### config.mk
export PLATFORM = sky130hd
export DESIGN_NAME = core_mem_arb
export DESIGN_NICKNAME = d
export VERILOG_FILES = /design/src/rtl/core_mem_arb.sv
export SDC_FILE = /design/constraint.sdc
export NUM_CORES = 1
export LEC_CHECK = 0
export CAP_MARGIN = 30
export CELL_PAD_IN_SITES_DETAIL_PLACEMENT = 1
export CELL_PAD_IN_SITES_GLOBAL_PLACEMENT = 2
export CORE_MARGIN = 4
export CORE_UTILIZATION = 24
export CTS_CLUSTER_DIAMETER = 120
export DETAILED_ROUTE_END_ITERATION = 12
export PLACE_DENSITY_LB_ADDON = 0.25
export SLEW_MARGIN = 20
export SYNTH_ARGS = -nofsm -noshare
export SYNTH_HDL_FRONTEND = slang
export SYNTH_SLANG_ARGS = --single-unit
### constraint.sdc
create_clock -name CLK -period 2.99 [get_ports CLK]
set_clock_uncertainty 0.1 [all_clocks]
set_input_delay 0.598 -clock CLK [delete_from_list [all_inputs] [get_ports CLK]]
set_output_delay 0.598 -clock CLK [all_outputs]
set_load 0.1 [all_outputs]
### src/rtl/core_mem_arb.sv
// Single-port RAM arbiter between fetch (I) and load/store (D) ports, one transaction at a time.
// Define CORE_MEM_ARB_RR_EN for round-robin arbitration; otherwise D has fixed priority over I.
module core_mem_arb #(
    parameter int AW = 32,
    parameter int DW = 32
) (
    input  logic            CLK,
    input  logic            RST_N,
    input  logic            I_REQ,
    input  logic [AW-1:0]   I_ADDR,
    output logic [DW-1:0]   I_RDATA,
    output logic            I_ACK,
    input  logic            D_REQ,
    input  logic            D_WE,
    input  logic [DW/8-1:0] D_BE,
    input  logic [AW-1:0]   D_ADDR,
    input  logic [DW-1:0]   D_WDATA,
    output logic [DW-1:0]   D_RDATA,
    output logic            D_ACK,
    output logic            M_EN,
    output logic            M_WE,
    output logic [DW/8-1:0] M_BE,
    output logic [AW-1:0]   M_ADDR,
    output logic [DW-1:0]   M_WDATA,
    input  logic [DW-1:0]   M_RDATA
);
    localparam int BW = DW / 8;

    typedef enum logic [2:0] {
        IDLE  = 3'b001,
        ISSUE = 3'b010,
        RESP  = 3'b100
    } state_e;

    state_e          state_q;
    logic            owner_d_q;
    logic            wr_q;
    logic [DW-1:0]   i_rdata_q;
    logic [DW-1:0]   d_rdata_q;
    logic            i_ack_q;
    logic            d_ack_q;
    logic            m_en_q;
    logic            m_we_q;
    logic [BW-1:0]   m_be_q;
    logic [AW-1:0]   m_addr_q;
    logic [DW-1:0]   m_wdata_q;
`ifdef CORE_MEM_ARB_RR_EN
    logic            last_d_q;
`endif

    logic            i_elig;
    logic            d_elig;
    logic            grant_d_d;

    // A port whose ACK is high this cycle is still holding REQ; mask it to avoid a double grant.
    always_comb begin
        i_elig    = I_REQ & ~i_ack_q;
        d_elig    = D_REQ & ~d_ack_q;
        grant_d_d = d_elig;
`ifdef CORE_MEM_ARB_RR_EN
        if (d_elig && i_elig) begin
            grant_d_d = ~last_d_q;
        end
`endif
    end

    always_ff @(posedge CLK) begin
        if (!RST_N) begin
            state_q   <= IDLE;
            owner_d_q <= 1'b0;
            wr_q      <= 1'b0;
            i_rdata_q <= '0;
            d_rdata_q <= '0;
            i_ack_q   <= 1'b0;
            d_ack_q   <= 1'b0;
            m_en_q    <= 1'b0;
            m_we_q    <= 1'b0;
            m_be_q    <= '0;
            m_addr_q  <= '0;
            m_wdata_q <= '0;
`ifdef CORE_MEM_ARB_RR_EN
            last_d_q  <= 1'b0;
`endif
        end else begin
            i_ack_q <= 1'b0;
            d_ack_q <= 1'b0;
            case (state_q)
                IDLE: begin
                    if (i_elig || d_elig) begin
                        owner_d_q <= grant_d_d;
                        wr_q      <= grant_d_d & D_WE;
                        m_en_q    <= 1'b1;
                        m_we_q    <= grant_d_d & D_WE;
                        if (grant_d_d) begin
                            m_addr_q  <= D_ADDR;
                            m_be_q    <= D_BE;
                            m_wdata_q <= D_WDATA;
                        end else begin
                            m_addr_q  <= I_ADDR;
                            m_be_q    <= '1;
                        end
`ifdef CORE_MEM_ARB_RR_EN
                        last_d_q  <= grant_d_d;
`endif
                        state_q   <= ISSUE;
                    end
                end
                ISSUE: begin
                    m_en_q  <= 1'b0;
                    m_we_q  <= 1'b0;
                    state_q <= RESP;
                end
                RESP: begin
                    // RAM data from the ISSUE cycle is valid now; writes leave D_RDATA alone.
                    if (owner_d_q) begin
                        if (!wr_q) begin
                            d_rdata_q <= M_RDATA;
                        end
                        d_ack_q <= 1'b1;
                    end else begin
                        i_rdata_q <= M_RDATA;
                        i_ack_q   <= 1'b1;
                    end
                    state_q <= IDLE;
                end
                default: state_q <= IDLE;
            endcase
        end
    end

    assign I_RDATA = i_rdata_q;
    assign I_ACK   = i_ack_q;
    assign D_RDATA = d_rdata_q;
    assign D_ACK   = d_ack_q;
    assign M_EN    = m_en_q;
    assign M_WE    = m_we_q;
    assign M_BE    = m_be_q;
    assign M_ADDR  = m_addr_q;
    assign M_WDATA = m_wdata_q;

endmodule

==> qor_table.md, run 1 <==
| Metric | Reported | Unit |
| --- | --- | --- |
| Outcome | finished clean | - |
| Critical Path End Type | flip-flop | - |
| Nature of the critical path startpoint | primary input | - |
| Finished Layout Cells | 1155 | - |
| Diodes inserted | 0 | - |
| Maximum buffer depth of the clock tree | 2 | - |
| Number of hold violations in the final report | 0 | - |
| Placement Rows | 54 | - |
| Final Net Count | 999 | - |
| Clock net sink count | 141 | - |
| Count of fill cells added during filler insertion | 2536 | - |
| Clock tree from TritonCTS | done | - |
| Detailed-placement wirelength estimate | 14000 | um |
| Y dimension of the die | 159 | um |
| Number of antenna violations at the first check in global routing | 0 | - |
| Final hold slack | 354 | ps |
| Mean area per synthesized cell | 8.99 | um2 |
| Placed instance area | 8100 | um2 |
| Tightest slew margin relative to the limit | 0.563 | - |
| TritonCTS Buffers | 17 | - |
| # resized after CTS | 0 | - |
| Net count after synthesis | 746 | - |
| Netlist area before placement | 5470 | um2 |
| Number of DRC violations after detailed routing | 0 | - |
| Sequential share of the synthesized area | 0.516 | - |
| Accumulated negative setup slack | 0 | ps |
| Main synth FF type | dfxtp_1 | - |
| Count of flip-flops with a built-in enable after synthesis | 0 | - |
| Routability congestion estimate from global placement | 0.775 | - |
| Final std cell area, no fill | 8700 | um2 |
| Leakage | 0.00380 | uW |
| Placed Instances | 1123 | - |
| Final critical-path required period | 2070 | ps |
| Fraction of layout instances using a drive strength above 1 | 0.215 | - |
| Start-to-end type of the worst setup path | in -> reg | - |
| Commonest cells after routing, fill and taps aside | nand2_1, buf_4, dfxtp_1 | - |
| Top-Level Pins | 273 | - |
| Ratio of routed vias to standard cells | 4.44 | - |
| Count of input and output buffers | 272 | - |
| Clock edge transition at the registers on the reported setup and hold paths | 60 | ps |
| First-pass iteration count of the detailed router | 4 | - |
| Post-synthesis instance total | 609 | - |
| Period utilization | 0.692 | - |
| Worst Hold Class | reg -> reg | - |
| Flip-flop and latch count after synthesis | 141 | - |
| Remaining global-route overflow | 0 | - |
| Required time worst endpoint | 3190 | ps |
| Post-CTS Repair Setup Buffers | 0 | - |
| Number of distinct library cell variants in the gate-level netlist after synthesis | 31 | - |
| Final WL | 18600 | um |
| Worst EP arrival | 2270 | ps |
| Number of nets still failing antenna checks after routing | 0 | - |
| Largest fanout on the critical path | 46 | - |
| RSZ-0062 raised after global routing | false | - |
| Setup violation total in the final timing report | 0 | - |
| PwrDens | 654 | nW/um2 |
| Placement Setup Slack | 487 | ps |
| Via total after detailed routing | 5126 | - |
| Synth-to-layout area growth | 58.9 | % |
| Slew @ Worst Pin | 655 | ps |
| R2R cell count | 5 | - |
| Fin. max-slew vios | 0 | - |
| Most common cell after layout, fill and taps aside | nand2_1 | - |
| Number of buffers inserted for hold repair after clock tree synthesis | 0 | - |
| Share of flip-flops with an asynchronous set or reset after synthesis | 0 | - |
| Depth of the CTS H-tree | 4 | - |
| Global-route wire length before repair | 29900 | um |
| Root buffer cell | clkbuf_16 | - |
| Min setup slack post-route | 920 | ps |
| Number of cells traversed by the worst hold path | 2 | - |
| Max Cap Viol | 0 | - |
| DR WL/cell | 16.1 | um |
| Combined global-route utilization of all metal layers | 0.145 | - |
| F_max | 483 | MHz |
| DRC violation total after the first TritonRoute iteration | 141 | - |
| Effective utilization at floorplan | 0.248 | - |
| Warnings, synthesis | 0 | - |
| Peak VDD IR | 271 | uV |
| Clk Latency, worst-skew pair | 400 | ps |
| Die outline width | 159 | um |
| Area of the core region | 22100 | um2 |
| Maximum number of pins on one net before global-route repair | 68 | - |
| Via count of the first global-routing pass | 5601 | - |
| DIE AREA | 25300 | um2 |
==> per-layer routing <==
metal / share of wire / vias to the layer above / GRT usage
met5: 0 / - / 0
met4: 0.012 / 0 / 0.0371
met3: 0.077 / 11 / 0.0572
met2: 0.51 / 156 / 0.258
met1: 0.40 / 2398 / 0.162
li1: - / 2561 / -
==> final cells by class <==
type	instances	area, um2	share of cell area
multi-input combinational	416	2420	0.278
clock buffer	19	433	0.0498
inverter	2	7.51	0.000863
timing repair buffer	284	2490	0.287
clock inverter	13	168	0.0193
tap	280	350	0.0403
sequential	141	2820	0.325
==> path summary, 6_finish.rpt <==
kind	from	to	slack, ps
hold reg to reg	M_WDATA[17]	M_WDATA[17]	350
setup reg to reg	state_q[0]	D_RDATA[13]	1040
hold / removal	M_WDATA[17]	M_WDATA[17]	350
setup / recovery	D_REQ	M_ADDR[31]	920
==> Yosys cell counts, drive strengths merged, types with 2 or more instances <==
library cell	number	area, um2
a21boi	66	495
a21oi	2	13.8
and2	2	12.5
buf	24	144
clkbuf	26	97.6
dfxtp	141	2820
inv	2	7.51
mux2i	32	320
nand2	195	732
nand2b	4	25.0
nand3	32	160
nand3b	2	15.0
nor2	2	10.0
o211a	32	320
o21ai	34	170
o221a	4	45.0
==> worst max-delay path, stage by stage <==
cell	delay (ps)
clkdlybuf4s50_1	470
nand2b_2	270
a21oi_4	240
buf_4	410
nand2_1	120
o211a_1	140
==> cell families after synthesis <==
group / after synthesis / share of synthesized area
flip-flops: 141 / 0.516
AND/OR/NAND/NOR: 243 / 0.185
multiplexers: 32 / 0.0585
buffers and inverters: 52 / 0.0455
AO/OA/AOI/OAI: 141 / 0.195
==> power breakdown <==
group	internal [uW]	total, uW	switching [uW]
Sequential	1990	2070	73.3
Clock	1320	2130	816
Combinational	428	1490	1060
Total	3740	5690	1950
==> state kept, by name, summed over array words and instances (netlist names), 3 cells and up <==
register / flops
I_RDATA: 32
M_BE: 4
state_q: 3
D_RDATA: 32
M_WDATA: 32
M_ADDR: 32
==> per-stage QoR <==
stage	power, uW	util
global route	5940	0.394
global placement	3590	0.366
CTS	5780	0.394
finish	5690	0.394
detailed placement	3610	0.366
floorplan	3160	-
(Power assumes the default switching activity.)
==> run 2: changes to the inputs <==
--- a/config.mk
+++ b/config.mk
@@ -9,7 +9,7 @@
 export CELL_PAD_IN_SITES_DETAIL_PLACEMENT = 1
 export CELL_PAD_IN_SITES_GLOBAL_PLACEMENT = 2
 export CORE_MARGIN = 4
-export CORE_UTILIZATION = 24
+export CORE_UTILIZATION = 20
 export CTS_CLUSTER_DIAMETER = 120
 export DETAILED_ROUTE_END_ITERATION = 12
 export PLACE_DENSITY_LB_ADDON = 0.25
==> constraint.sdc (replaced) <==
create_clock -name CLK -period 1.9 [get_ports CLK]
set_clock_uncertainty 0.1 [all_clocks]
set_input_delay 0.38 -clock CLK [delete_from_list [all_inputs] [get_ports CLK]]
set_output_delay 0.38 -clock CLK [all_outputs]
set_load 0.1 [all_outputs]
==> qor_table.md, run 2 (synthesis gave the netlist of run 1 again) <==
| Metric | Reported | Unit |
| --- | --- | --- |
| Outcome | finished clean | - |
| DIE AREA | 30100 | um2 |
| Number of hold violations in the final report | 0 | - |
| Accumulated negative setup slack | 0 | ps |
| Number of nets still failing antenna checks after routing | 0 | - |
| Tightest slew margin relative to the limit | 0.718 | - |
| Start-to-end type of the worst setup path | reg -> reg | - |
| Number of antenna violations at the first check in global routing | 0 | - |
| Combined global-route utilization of all metal layers | 0.133 | - |
| Via total after detailed routing | 5209 | - |
| Peak VDD IR | 380 | uV |
| Worst EP arrival | 1870 | ps |
| Number of buffers inserted for hold repair after clock tree synthesis | 0 | - |
| Period utilization | 0.885 | - |
| Clock tree from TritonCTS | done | - |
| Critical Path End Type | flip-flop | - |
| Post-CTS Repair Setup Buffers | 0 | - |
| Final std cell area, no fill | 10500 | um2 |
| DR WL/cell | 16.5 | um |
| Grt met1 use | 0.160 | - |
| Clock edge transition at the registers on the reported setup and hold paths | 70 | ps |
| F_max | 595 | MHz |
| Max Cap Viol | 0 | - |
| Worst Hold Class | in -> reg | - |
| Via count of the first global-routing pass | 5481 | - |
| Largest fanout on the critical path | 29 | - |
| First-pass iteration count of the detailed router | 4 | - |
| Register-to-register path setup slack | 220 | ps |
| Diodes inserted | 0 | - |
| Overall power consumption | 9440 | uW |
| Count of fill cells added during filler insertion | 2936 | - |
| Routing layer with the top usage in global route | met2 | - |
| Depth of the CTS H-tree | 4 | - |
| Count of input and output buffers | 272 | - |
| Most common cell after layout, fill and taps aside | nand2_1 | - |
| DRC violation total after the first TritonRoute iteration | 247 | - |
| Global-route wire length before repair | 32100 | um |
| Post-route core utilization | 0.391 | - |
| # resized after CTS | 0 | - |
| Setup violation total in the final timing report | 0 | - |
| Effective utilization at floorplan | 0.203 | - |
| Slew @ Worst Pin | 423 | ps |
| Required time worst endpoint | 2090 | ps |
| Detailed-placement wirelength estimate | 14400 | um |
| Remaining global-route overflow | 0 | - |
| Synth-to-layout area growth | 92.7 | % |
| Routability congestion estimate from global placement | 0.684 | - |
| PwrDens | 895 | nW/um2 |
| Y dimension of the die | 173 | um |
| Fraction of layout instances using a drive strength above 1 | 0.219 | - |
| Final WL | 20100 | um |
| TritonCTS Buffers | 17 | - |
| Number of DRC violations after detailed routing | 0 | - |
| Leakage | 0.00424 | uW |
| Met3 global-route usage | 0.0471 | - |
| Met2 demand-to-capacity share in global routing | 0.226 | - |
| Ratio of routed vias to standard cells | 4.28 | - |
| Clock net sink count | 141 | - |
| Fin. max-slew vios | 0 | - |
| Maximum number of pins on one net before global-route repair | 98 | - |
| RSZ-0062 raised after global routing | false | - |
| Clk Latency, worst-skew pair | 410 | ps |
| Root buffer cell | clkbuf_16 | - |
| Final critical-path required period | 1680 | ps |
| Maximum buffer depth of the clock tree | 2 | - |
| Top-Level Pins | 273 | - |
| Nature of the critical path startpoint | flip-flop | - |
| Commonest cells after routing, fill and taps aside | nand2_1, buf_12, dfxtp_1 | - |
| Placed instance area | 9970 | um2 |
| Final hold slack | 389 | ps |
| Area of the core region | 27000 | um2 |
| Die outline width | 173 | um |
| Final Net Count | 1002 | - |
| Placement Rows | 60 | - |
run 2: changes by cell type in the layout (fill, tap and decap cells not counted), sizes merged:
cell | previous run | this run
clkbuf | 19 | 18
buf | 149 | 152
inv | 3 | 4
bufinv | 3 | 2
run 2: final timing paths:
check,from,cells past startpoint,endpoint
setup reg to reg,state_q[2],5,M_WDATA[0]
hold / removal,RST_N,3,M_ADDR[5]
hold reg to reg,M_WDATA[4],2,M_WDATA[4]
setup / recovery,state_q[2],5,M_WDATA[0]
run 2: metrics by stage:
stage	instances	setup slack, ps
after detailed placement	1187	-118
after global routing	1218	82.1
final	1218	219
after global placement	1187	-117
after floorplan	609	1.18
after CTS	1218	189
run 2: routing by layer:
layer | vias to the layer above | share of wire
met1 | 2460 | 0.43
met2 | 157 | 0.48
met5 | - | 0
li1 | 2575 | -
met3 | 17 | 0.075
met4 | 0 | 0.011
run 2: power by group:
part	total [uW]	leakage, uW	switching (uW)	internal [uW]
logic	2810	0.00281	1690	1120
registers	3320	0.00115	182	3140
clock network	3310	0.000277	1380	1940
total	9440	0.00424	3250	6190
run 2: worst max-delay path: stages, from the launching register on:
cell,delay (ps)
dfxtp_1,300
or3b_1,460
or2_1,270
buf_4,240
nand2_1,100
a21boi_0,80
run 2: area by class of cell:
type,instances,area (um2),share of cell area
repair buffers,287,4290,0.407
inverters,2,7.51,0.000712
flip-flops and latches,141,2820,0.268
clock inverters,13,143,0.0135
multi-input cells,416,2420,0.230
well taps,341,427,0.0405
clock buffers,18,429,0.0407
==> run 3: changes to the inputs <==
--- a/config.mk
+++ b/config.mk
@@ -8,8 +8,9 @@
 export CAP_MARGIN = 30
 export CELL_PAD_IN_SITES_DETAIL_PLACEMENT = 1
 export CELL_PAD_IN_SITES_GLOBAL_PLACEMENT = 2
+export CORE_ASPECT_RATIO = 1.5
 export CORE_MARGIN = 4
-export CORE_UTILIZATION = 20
+export CORE_UTILIZATION = 22
 export CTS_CLUSTER_DIAMETER = 120
 export DETAILED_ROUTE_END_ITERATION = 12
 export PLACE_DENSITY_LB_ADDON = 0.25
==> constraint.sdc (replaced) <==
create_clock -name CLK -period 1.8 [get_ports CLK]
set_clock_uncertainty 0.1 [all_clocks]
set_input_delay 0.36 -clock CLK [delete_from_list [all_inputs] [get_ports CLK]]
set_output_delay 0.36 -clock CLK [all_outputs]
set_load 0.1 [all_outputs]
==> qor_table.md, run 3 (synthesis gave the netlist of run 1 again) <==
| Metric | Reported | Unit |
| --- | --- | --- |
| Via count of the first global-routing pass | 5837 | - |
| Commonest cells after routing, fill and taps aside | nand2_1, buf_12, dfxtp_1 | - |
| Clock edge transition at the registers on the reported setup and hold paths | 60 | ps |
| Final WL | 21300 | um |
| Leakage | 0.00431 | uW |
| Fraction of layout instances using a drive strength above 1 | 0.224 | - |
| Nature of the critical path startpoint | flip-flop | - |
| Top-Level Pins | 273 | - |
| Number of antenna violations at the first check in global routing | 1 | - |
| Final hold slack | 355 | ps |
| Final Net Count | 1008 | - |
| Worst Hold Class | in -> reg | - |
| Master of the slowest instance on the critical path | or3b_1 | - |
| TritonCTS Buffers | 17 | - |
| Peak VDD IR | 591 | uV |
| R2R Path Start | state_q[0] | - |
| Largest delay contributor family on the critical path | buffers and inverters | - |
| Number of cells traversed by the worst hold path | 3 | - |
| Root buffer cell | clkbuf_16 | - |
| Worst EP arrival | 1940 | ps |
| Period utilization | 0.963 | - |
| Hold-critical path endpoint | state_q[0] | - |
| Outcome | finished clean | - |
| Switching part of the total | 0.334 | - |
| Most common cell after layout, fill and taps aside | nand2_1 | - |
| Fin. max-slew vios | 0 | - |
| Clk Latency, worst-skew pair | 420 | ps |
| Start-to-end type of the worst setup path | reg -> reg | - |
| Part of the power in registers | 0.353 | - |
| Required time worst endpoint | 2010 | ps |
| Maximum number of pins on one net before global-route repair | 73 | - |
| F_max | 577 | MHz |
| Delay of the slowest critical-path stage | 380 | ps |
| Slew @ Worst Pin | 325 | ps |
| Ratio of routed vias to standard cells | 4.39 | - |
| Comb pwr share | 0.311 | - |
| Internal power | 6630 | uW |
| Number of DRC violations after detailed routing | 0 | - |
| Number of nets still failing antenna checks after routing | 0 | - |
| Synth-to-layout area growth | 94.7 | % |
| Effective utilization at floorplan | 0.224 | - |
| Combined global-route utilization of all metal layers | 0.151 | - |
| Depth of the CTS H-tree | 4 | - |
| Buf/Inv on CP | 3 | - |
| Number of hold violations in the final report | 0 | - |
| Count of input and output buffers | 272 | - |
| Routability congestion estimate from global placement | 0.760 | - |
| R2R cell count | 7 | - |
| Clock power frac | 0.337 | - |
| Placement Rows | 70 | - |
| Post-route core utilization | 0.436 | - |
| First-pass iteration count of the detailed router | 4 | - |
| Register-to-register path setup slack | 70 | ps |
| RSZ-0062 raised after global routing | false | - |
| Count of fill cells added during filler insertion | 2600 | - |
| Cell breakdown of the critical path | or3b_1, buf_4, a21oi_4, buf_12, buf_8, nand2_1, o211a_1 | - |
| Remaining global-route overflow | 0 | - |
| Maximum buffer depth of the clock tree | 2 | - |
| End of the worst register-to-register path | M_ADDR[6] | - |
| Clock tree from TritonCTS | done | - |
| Tightest slew margin relative to the limit | 0.784 | - |
| Y dimension of the die | 201 | um |
| Global-route wire length before repair | 31900 | um |
| Sw Pwr | 3330 | uW |
| DIE AREA | 27500 | um2 |
| Clock net sink count | 141 | - |
| DR WL/cell | 17.6 | um |
| Max Cap Viol | 0 | - |
| Die outline width | 137 | um |
| Via total after detailed routing | 5303 | - |
| Critical Path End Type | flip-flop | - |
| Setup violation total in the final timing report | 0 | - |
| Largest fanout on the critical path | 16 | - |
| Area of the core region | 24400 | um2 |
| DRC violation total after the first TritonRoute iteration | 181 | - |
| PwrDens | 934 | nW/um2 |
| Final critical-path required period | 1730 | ps |
| Detailed-placement wirelength estimate | 15900 | um |
| Worst hold start | RST_N | - |
## run 3: changes by cell type in the layout (fill, tap and decap cells not counted), sizes merged
cell / previous run / this run
clkinvlp: 2 / 1
buf: 152 / 155
clkbuf: 18 / 27
bufinv: 2 / 1
diode: 0 / 1
inv: 4 / 2
clkinv: 7 / 5
## run 3: tightest hold or removal path, stage by stage
cell,delay [ps]
buf_4,140
buf_12,180
nand3b_1,120
## run 3: how the worst max path moves through the flow
stage,start,slack [ps],cells after the start,end
finish,state_q[0],70,7,M_ADDR[6]
global route,state_q[0],9,7,M_ADDR[6]
CTS,state_q[0],40,6,M_ADDR[16]
detailed placement,D_REQ,-140,6,M_ADDR[6]
global placement,D_REQ,-100,6,M_ADDR[10]
floorplan,D_ACK,100,6,M_ADDR[25]
## run 3: power groups by stage
stage	Clock [uW]	Combinational, uW	Sequential, uW
2_1_floorplan	0	504	4740
3_3_place_gp	0	2980	3570
3_5_place_dp	0	3020	3580
4_1_cts	3490	3020	3520
5_1_grt	3630	3220	3540
6_report	3350	3090	3510
## run 3: area by class of cell
cell class	count	area [um2]	area share
timing repair buffer	293	4420	0.415
sequential	141	2830	0.265
multi-input combinational	416	2430	0.228
clock buffer	24	502	0.0471
tap	324	405	0.0380
clock inverter	7	62.6	0.00587
inverter	2	7.51	0.000704
antenna	1	2.50	0.000235
## run 3: stage by stage
| stage | total power (uW) | setup TNS [ps] | cell area, um2 | setup WS [ps] | instances |
|---|---|---|---|---|---|
| 6_report | 9960 | 0 | 10700 | 67.1 | 1208 |
| 5_1_grt | 10400 | 0 | 10700 | 9.38 | 1208 |
| 4_1_cts | 10000 | 0 | 10500 | 44.9 | 1203 |
| 3_5_place_dp | 6600 | -6630 | 9980 | -141 | 1172 |
| 3_3_place_gp | 6550 | -3830 | 9980 | -100 | 1172 |
| 2_1_floorplan | 5240 | 0 | 5480 | 100 | 609 |
## run 3: repair_timing
action                                  CTS  global route
endpoints found under the setup margin    0            21
buffers inserted                          0             1
hold buffers                              0             0
resized for setup                         0             3
## run 3: layer usage
metal	up-vias	GRT usage	part of all wire
li1	2578	-	-
met2	173	0.292	0.56
met3	22	0.0553	0.072
met1	2530	0.140	0.34
met4	0	0.0549	0.023
met5	-	0	0
